File: config.mk
export PLATFORM = sky130hd
export DESIGN_NAME = io_bridge
export DESIGN_NICKNAME = d
export VERILOG_FILES = /design/src/rtl/io_bridge_pkg.sv /design/src/rtl/io_hold_reg.sv /design/src/rtl/io_bridge.sv
export VERILOG_INCLUDE_DIRS = /design/src /design/src/rtl
export SDC_FILE = /design/constraint.sdc
export NUM_CORES = 1
export LEC_CHECK = 0
export ABC_AREA = 1
export BUFFER_PORTS_ARGS = -buffer_cell sky130_fd_sc_hd__buf_4
export CAP_MARGIN = 20
export CORE_MARGIN = 10
export CORE_UTILIZATION = 49
export DETAILED_ROUTE_END_ITERATION = 7
export PLACE_DENSITY = 0.8
export SKIP_LAST_GASP = 1
export SLEW_MARGIN = 0
export SYNTH_ARGS = -nofsm -noshare
export SYNTH_HDL_FRONTEND = slang
export SYNTH_SLANG_ARGS = --single-unit
File: constraint.sdc
create_clock -name clk -period 1.4 [get_ports clk]
set_input_delay 0.35 -clock clk [delete_from_list [all_inputs] [get_ports clk]]
set_output_delay 0.35 -clock clk [all_outputs]
set_load 0.005 [all_outputs]
File: src/rtl/io_bridge_defs.vh
// Interrupt FSM state encodings shared by the io_bridge package.
`ifndef IO_BRIDGE_DEFS_VH
`define IO_BRIDGE_DEFS_VH
localparam logic [1:0] ST_IDLE = 2'd0;
localparam logic [1:0] ST_FIRE = 2'd1;
localparam logic [1:0] ST_HOLD = 2'd2;
`endif

File: src/rtl/io_bridge_pkg.sv
// Shared types for the processor I/O bridge.
package io_bridge_pkg;
  `include "io_bridge_defs.vh"

  // Interrupt generator states: wait for data, pulse, enforce the gap.
  typedef enum logic [1:0] {
    IDLE = ST_IDLE,
    FIRE = ST_FIRE,
    HOLD = ST_HOLD
  } itr_state_e;
endpackage

File: src/rtl/io_hold_reg.sv
// Single-word holding register with a full flag; load wins over clear.
module io_hold_reg #(
  parameter int NUBITS = 16
) (
  input  logic              clk,
  input  logic              rst,
  input  logic              load,
  input  logic [NUBITS-1:0] d,
  input  logic              clr,
  output logic [NUBITS-1:0] q,
  output logic              full
);
  logic [NUBITS-1:0] data_q, data_d;
  logic              full_q, full_d;

  // Next state: load captures a word and marks full; clear only drops the flag.
  always_comb begin
    data_d = data_q;
    full_d = full_q;
    if (load) begin
      data_d = d;
      full_d = 1'b1;
    end else if (clr) begin
      full_d = 1'b0;
    end
  end

  // Register update with synchronous reset.
  always_ff @(posedge clk) begin
    if (rst) begin
      data_q <= '0;
      full_q <= 1'b0;
    end else begin
      data_q <= data_d;
      full_q <= full_d;
    end
  end

  assign q    = data_q;
  assign full = full_q;
endmodule

File: src/rtl/io_bridge.sv
// Peripheral-side responder for the processor I/O bus: buffers input and
// output streams in holding registers and raises a rate-limited interrupt.
// Streams: a word moves when valid && ready are both high at a clock edge;
// in_ready depends only on the holding flag, out_valid is the holding flag.
module io_bridge
  import io_bridge_pkg::*;
#(
  parameter int NUBITS = 16,
  parameter int NUIOIN = 2,
  parameter int NUIOOU = 2,
  parameter int ITREN  = 1,
  parameter int ITRGAP = 8
) (
  input  logic                      clk,
  input  logic                      rst,
  output logic [NUBITS-1:0]         cpu_io_in,
  input  logic [NUBITS-1:0]         cpu_io_out,
  input  logic [$clog2(NUIOIN)-1:0] cpu_addr_in,
  input  logic [$clog2(NUIOOU)-1:0] cpu_addr_out,
  input  logic                      cpu_req_in,
  input  logic                      cpu_out_en,
  output logic                      cpu_itr,
  input  logic [NUIOIN*NUBITS-1:0]  in_data,
  input  logic [NUIOIN-1:0]         in_valid,
  output logic [NUIOIN-1:0]         in_ready,
  output logic [NUIOOU*NUBITS-1:0]  out_data,
  output logic [NUIOOU-1:0]         out_valid,
  input  logic [NUIOOU-1:0]         out_ready,
  output logic [NUIOIN-1:0]         in_unf,
  output logic [NUIOOU-1:0]         out_ovf
);
  localparam int CW = (ITRGAP > 2) ? $clog2(ITRGAP) : 1;

  logic [NUIOIN-1:0][NUBITS-1:0] in_word;
  logic [NUIOOU-1:0][NUBITS-1:0] out_word;
  logic [NUIOIN-1:0] in_full, in_load, in_clr;
  logic [NUIOOU-1:0] out_full, out_load, out_clr;
  logic [NUIOIN-1:0] unf_q, unf_d;
  logic [NUIOOU-1:0] ovf_q, ovf_d;

  itr_state_e        state_q, state_d;
  logic [CW-1:0]     cnt_q, cnt_d;
  logic              pend_q, pend_d;
  logic              itr_q, itr_d;
  logic              ev;

  for (genvar k = 0; k < NUIOIN; k++) begin : g_in
    io_hold_reg #(.NUBITS(NUBITS)) u_in (
      .clk  (clk),
      .rst  (rst),
      .load (in_load[k]),
      .d    (in_data[k*NUBITS +: NUBITS]),
      .clr  (in_clr[k]),
      .q    (in_word[k]),
      .full (in_full[k])
    );
  end

  for (genvar j = 0; j < NUIOOU; j++) begin : g_out
    io_hold_reg #(.NUBITS(NUBITS)) u_out (
      .clk  (clk),
      .rst  (rst),
      .load (out_load[j]),
      .d    (cpu_io_out),
      .clr  (out_clr[j]),
      .q    (out_word[j]),
      .full (out_full[j])
    );
  end

  assign in_ready  = ~in_full;
  assign out_valid = out_full;
  assign out_data  = out_word;
  assign in_unf    = unf_q;
  assign out_ovf   = ovf_q;

  // Read mux, read consumption and underflow detection on the input side.
  always_comb begin
    cpu_io_in = '0;
    in_load   = in_valid & ~in_full;
    in_clr    = '0;
    unf_d     = unf_q;
    for (int k = 0; k < NUIOIN; k++) begin
      if (int'(cpu_addr_in) == k) begin
        cpu_io_in = in_word[k];
        if (cpu_req_in) begin
          in_clr[k] = in_full[k];
          if (!in_full[k]) unf_d[k] = 1'b1;
        end
      end
    end
  end

  // Write decode, drain and overwrite detection on the output side.
  always_comb begin
    out_load = '0;
    out_clr  = out_full & out_ready;
    ovf_d    = ovf_q;
    for (int j = 0; j < NUIOOU; j++) begin
      if (cpu_out_en && (int'(cpu_addr_out) == j)) begin
        out_load[j] = 1'b1;
        if (out_full[j] && !out_ready[j]) ovf_d[j] = 1'b1;
      end
    end
  end

  // A load into an empty input register is the 0->1 edge of its full flag.
  assign ev = (ITREN != 0) && (|in_load);

  // Interrupt FSM next state: one-cycle pulse, then a hold-off window that
  // collapses any events seen meanwhile into a single follow-up pulse.
  always_comb begin
    state_d = state_q;
    cnt_d   = cnt_q;
    pend_d  = pend_q;
    case (state_q)
      IDLE: if (ev) state_d = FIRE;
      FIRE: begin
        state_d = HOLD;
        cnt_d   = CW'(ITRGAP - 2);
        pend_d  = pend_q | ev;
      end
      HOLD: begin
        pend_d = pend_q | ev;
        if (cnt_q == '0) begin
          state_d = (pend_q | ev) ? FIRE : IDLE;
          pend_d  = 1'b0;
        end else begin
          cnt_d = cnt_q - 1'b1;
        end
      end
      default: state_d = IDLE;
    endcase
    itr_d = (state_d == FIRE);
  end

  // Sticky flags and interrupt FSM registers.
  always_ff @(posedge clk) begin
    if (rst) begin
      unf_q   <= '0;
      ovf_q   <= '0;
      state_q <= IDLE;
      cnt_q   <= '0;
      pend_q  <= 1'b0;
      itr_q   <= 1'b0;
    end else begin
      unf_q   <= unf_d;
      ovf_q   <= ovf_d;
      state_q <= state_d;
      cnt_q   <= cnt_d;
      pend_q  <= pend_d;
      itr_q   <= itr_d;
    end
  end

  assign cpu_itr = (ITREN != 0) ? itr_q : 1'b0;
endmodule

==> results.toml, run 1 <==
[placement]
numPortBuffers = 114
dp_hpwl_um = 6470
gp_congestion = 0.865
placed_area_um2 = 4060
pre_cts_ws_ns = -0.00814

[timing]
rsz0062_at_grt = "no"
final.min_clock_period_ns = 1.31
finClkSkew_ns = 0.00999
slew_headroom = 0.706
holdWs_ns = 0.250
tightestPinTransition_ns = 0.439
final.setup.tns_ns = 0
period_share = 0.939
max_freq_mhz = 761
finalHoldViolCount = 0
drv_slew = 0
fin_ws_ns = 0.0854
setup_viol = 0

[final_layout]
finalInstanceArea_um2 = 4300
fillers = 574
final_net_count = 590
drive_above_1_share = 0.307
diodes = 0
synthToLayoutAreaGrowth_pct = 36.1
multiInputGateArea_um2 = 1350
seq_area_um2 = 1580

[clock_tree]
clk_latency_ns = 0.33
cts.sinks = 79
cts_tree = "yes"
cts.clk_slew.worst_paths_ns = 0.08
htreeDepth = 3
cts_root_buf = "clkbuf_8"
post_cts_buffers = 0
cts_buffers = 9
clk_path_buf_depth = 2

[min_path]
min_path_type = "in2reg"
hp-start = "cpu_io_out[12]"
holdPathStages = 3
hold-path-endpoint = "g_out[0].u_out.q[12]"

[power_and_ir_drop]
switchingPower_w = 0.00136
p_per_area_nw_per_um2 = 1230
internal_power_w = 0.00394
clkPwrFrac = 0.344
pwr-share-seq = 0.478
p_leak_nw = 2.07
ir_worst_vdd_uv = 858
pwr-share-comb = 0.177
p_sw_frac = 0.256

[logic_synthesis]
yosys-top-cells-count = "nor2_1, dfxtp_1, o21ai_0"
yosysMostFrequentCell = "nor2_1"
syn_area_per_cell_um2 = 7.61
synth_warnings = 0
yosysUniqueCellTypes = 26
synth_edf_count = 0
synth.yosys.seq_area_share = 0.501
synth_cells = 415
synth_top_area_share = 0.501
synth_area_leader_cell = "dfxtp_1"
yosys-top-cells-area = "dfxtp_1, nor2_1, o21ai_0"
synth_fp_nets = 479
synth_flop_cell = "dfxtp_1"
synthesis.area_um2 = 3160
ys_async_sr_fraction = 0
ys_seq_elements = 79

[floorplanning]
rows = 29
pin_count = 115
fp.dieH_um = 100
fp.coreArea_um2 = 6310
die_x_um = 100
floorplan.initialDensity = 0.500
dieArea_um2 = 10100

[routing]
routed.top_layer = "met4"
dr_wl_met3_um = 975
post_drt_wl_per_cell_um = 14.0
vias_per_cell = 4.91
wirelength_um = 8510
drt-met1-wl_um = 3490
wl_met2_um = 4010
postRouteAntennaNets = 0
drcViolationCount = 0
drt_iter0_markers = 119
firstDrtPassIters = 4
vias = 2984

[status]
status = "completed"

[grt]
gr-total-overflow = 0
grt_max_degree = 44
grt_usage = 0.165
grt_first_pass_wirelength_um = 13800
grt_pass1_vias = 2892
antenna_found_initial = 0

[critical_path]
crit_path_end_kind = "output pin"
r2r_cells = 8
r2r_slack_ns = 0.16
r2r-end = "cpu_itr"
rr_startpoint = "state_q[0]"
cp_max_fo = 2
worstSetupStartpointType = "register"
cp.required_ns = 1.05
path_class = "reg2out"
cp.arrival_ns = 0.96

[flow_run]
maxCapViolations = 0
metrics by stage:
| step | total power [W] | instances | util |
|---|---|---|---|
| floorplan | 0.00306 | 415 | - |
| finish | 0.00529 | 608 | 0.681 |
| global route | 0.00559 | 608 | 0.681 |
| detailed placement | 0.00351 | 592 | 0.642 |
| global placement | 0.00348 | 592 | 0.642 |
| CTS | 0.00534 | 608 | 0.678 |
layout make-up:
cell class                 instances  share of cell area
multi-input combinational        286               0.314
clock buffer                      10              0.0320
sequential                        79               0.368
tap                               77              0.0224
inverter                          28              0.0253
timing repair buffer             122               0.219
clock inverter                     6              0.0195
power groups by stage:
stage	Sequential [W]	Clock [W]	Combinational [W]
2_1_floorplan	0.00257	0	0.000493
3_3_place_gp	0.00257	0	0.000906
3_5_place_dp	0.00258	0	0.000932
4_1_cts	0.00253	0.00187	0.000937
5_1_grt	0.00256	0.00197	0.00107
6_report	0.00253	0.00182	0.000940
layer usage:
layer	up-vias	global-route usage
met5	-	0
met4	0	0.0554
met3	2	0.0810
met2	89	0.270
met1	1357	0.182
li1	1536	-
worst max-delay path, cell delays in order, from the launching register on:
cell and delay, ns:
dfxtp_1 0.31, inv_1 0.06, o21ai_2 0.14, buf_4 0.13
cell families (layout without fill, tap and decap cells):
group	Yosys count	in the layout	synth area share
buffers and inverters	50	166	0.0784
flip-flops	79	79	0.501
AND/OR/NAND/NOR	187	187	0.244
AO/OA/AOI/OAI	93	93	0.153
adder cells (fa/ha/maj)	6	6	0.0238
cells in the final DEF, fill, tap and decap left out, types with 2 or more instances in the layout:
cell and instances:
dfxtp_1 78, buf_4 120, nor2_2 5, clkinv_2 4
inv_2 5, nor2_1 116, o21ai_0 52, clkbuf_8 10
o21ai_1 22, nand2_2 3, a21oi_1 12, o21ai_2 2
ha_1 5, nor2_4 5, nand2_1 51, bufinv_16 2
a31oi_1 4, inv_1 21, nand3_1 4, buf_12 2
flip-flops by register name, indices dropped and copies added (netlist names), 2 cells and up:
signal	flops
g_in.u_in.q	32
g_out.u_out.q	32
cnt_q	3
g_in.u_in.full	2
g_out.u_out.full	2
in_unf	2
out_ovf	2
state_q	2
repair_timing:
| item | 4_1_cts | 5_1_grt |
|---|---|---|
| hold buffers | 0 | 0 |
| endpoints found under the setup margin | 1 | 9 |
| gates resized for setup | 1 | 7 |
worst max path at each step:
stage | startpoint | endpoint | slack (ns) | depth (start not counted)
after floorplan | state_q[0] | state_q[1] | 0.23 | 7
after global placement | cpu_addr_in | cpu_io_in[5] | 0.03 | 4
after detailed placement | cpu_out_en | g_out[0].u_out.q[1] | -0.008 | 6
after CTS | g_in[0].u_in.q[5] | cpu_io_in[5] | 0.03 | 3
after global routing | g_in[0].u_in.q[7] | cpu_io_in[7] | 0.0002 | 3
final | g_in[0].u_in.q[5] | cpu_io_in[5] | 0.09 | 3
(Power assumes the default switching activity.)
==> run 2: changes to the inputs <==
--- a/config.mk
+++ b/config.mk
@@ -12,7 +12,7 @@
 export CORE_MARGIN = 10
 export CORE_UTILIZATION = 49
 export DETAILED_ROUTE_END_ITERATION = 7
-export PLACE_DENSITY = 0.8
+export PLACE_DENSITY = 0.79
 export SKIP_LAST_GASP = 1
 export SLEW_MARGIN = 0
 export SYNTH_ARGS = -nofsm -noshare
==> run 2 against run 1 <==
Against the previous run:
- clock power up 8%
- sequential power about the same
- core utilization down 0.12 points
- register-to-register slack worse by 0.07 ns
- hold slack worse by 0.018 ns
- combinational power down 1%
- first-iteration DRC count down 42%
- highest routed layer unchanged
==> results.toml, run 2 (same netlist as run 1, synthesis figures left out) <==
[grt]
grt_max_degree = 37
grt_usage = 0.171
grt_first_pass_wirelength_um = 14200
gr-total-overflow = 0
grt_pass1_vias = 2931
antenna_found_initial = 0

[routing]
post_drt_wl_per_cell_um = 14.3
wirelength_um = 8700
drt_iter0_markers = 69
drcViolationCount = 0
vias_per_cell = 4.93
vias = 2995
firstDrtPassIters = 4
postRouteAntennaNets = 0

[floorplanning]
pin_count = 115
fp.dieH_um = 100
floorplan.initialDensity = 0.500
die_x_um = 100
rows = 29
dieArea_um2 = 10100
fp.coreArea_um2 = 6310

[timing]
finClkSkew_ns = 0.00590
holdWs_ns = 0.232
period_share = 0.968
finalHoldViolCount = 0
rsz0062_at_grt = "yes"
slew_headroom = 0.705
drv_slew = 0
max_freq_mhz = 738
final.min_clock_period_ns = 1.35
tightestPinTransition_ns = 0.441
setup_viol = 0

[power_and_ir_drop]
p_leak_nw = 2.05
clkPwrFrac = 0.363
pwr-share-seq = 0.466
ir_worst_vdd_uv = 792
pwr-share-comb = 0.170
p_per_area_nw_per_um2 = 1270
p_sw_frac = 0.254
internal_power_w = 0.00405
switchingPower_w = 0.00138

[clock_tree]
clk_latency_ns = 0.34
cts.sinks = 79
cts_buffers = 9
cts_root_buf = "clkbuf_8"
cts_tree = "yes"
clk_path_buf_depth = 2
htreeDepth = 3
cts.clk_slew.worst_paths_ns = 0.08
postCtsHoldBufs = 0

[critical_path]
cp.required_ns = 1.05
crit_path_end_kind = "output pin"
cp_max_fo = 12
path_class = "in2out"
worstSetupStartpointType = "input port"
cp.arrival_ns = 1.00

[final_layout]
mostFrequentLayoutCell = "buf_4"
fin_cells = 608
synthToLayoutAreaGrowth_pct = 35.9
drive_above_1_share = 0.303
mostFrequentLayoutCells = "buf_4, nor2_1, dfxtp_1"
final_net_count = 591
fillers = 562
diodes = 0
final_util = 0.680

[placement]
numPortBuffers = 114
gp_congestion = 0.785
dp_hpwl_um = 6510
dp_cells = 592

[status]
status = "completed"

[flow_run]
maxCapViolations = 0

[min_path]
min_path_type = "in2reg"
## run 2: metal layers
metal / wire length (um) / GRT usage / part of all wire / vias to the layer above
met5: 0 / 0 / 0 / -
li1: - / - / - / 1536
met4: 105 / 0.0685 / 0.012 / 0
met3: 928 / 0.0714 / 0.11 / 11
met2: 3980 / 0.270 / 0.46 / 111
met1: 3690 / 0.201 / 0.42 / 1337
## run 2: final timing paths
check	startpoint	to	slack, ns	cells after the start
min	cpu_io_out[4]	g_out[0].u_out.q[4]	0.23	3
max	cpu_addr_in	cpu_io_in[2]	0.05	5
max reg2reg	state_q[0]	cnt_q[2]	0.09	7
min reg2reg	g_in[0].u_in.q[9]	g_in[0].u_in.q[9]	0.45	2
## run 2: through the flow
stage / power, W / TNS, ns / cell area (um^2) / setup WS, ns
after floorplan: 0.00306 / 0 / 3160 / 0.225
after global placement: 0.00348 / -0.129 / 4040 / -0.0282
after detailed placement: 0.00351 / -0.158 / 4040 / -0.0252
after CTS: 0.00548 / 0 / 4280 / 0.0134
after global routing: 0.00571 / -0.0295 / 4290 / -0.0218
final: 0.00543 / 0 / 4290 / 0.0454
## run 2: repair_timing
item                       CTS  global route
cloned                       0             0
buffers inserted             0             1
resized for setup            2             3
setup endpoints to repair   12            18
## run 2: area by class of cell
type,count,area [um^2],share of cell area
Tap cell,77,96.3,0.0224
Inverter,28,113,0.0262
Sequential cell,79,1580,0.369
Timing Repair Buffer,123,936,0.218
Multi-Input combinational cell,286,1330,0.310
Clock inverter,6,110,0.0257
Clock buffer,9,124,0.0289
## run 2: critical path, cell delays in order
cell	delay, ns
buf_4	0.11
clkinvlp_4	0.22
nand2_1	0.12
nand2_1	0.07
buf_4	0.14
## run 2: power groups by stage
stage / sequential (W) / clock (W) / combinational, W
final: 0.00253 / 0.00197 / 0.000926
after CTS: 0.00253 / 0.00201 / 0.000934
after global routing: 0.00256 / 0.00210 / 0.00105
after global placement: 0.00257 / 0 / 0.000905
after floorplan: 0.00257 / 0 / 0.000493
after detailed placement: 0.00258 / 0 / 0.000930
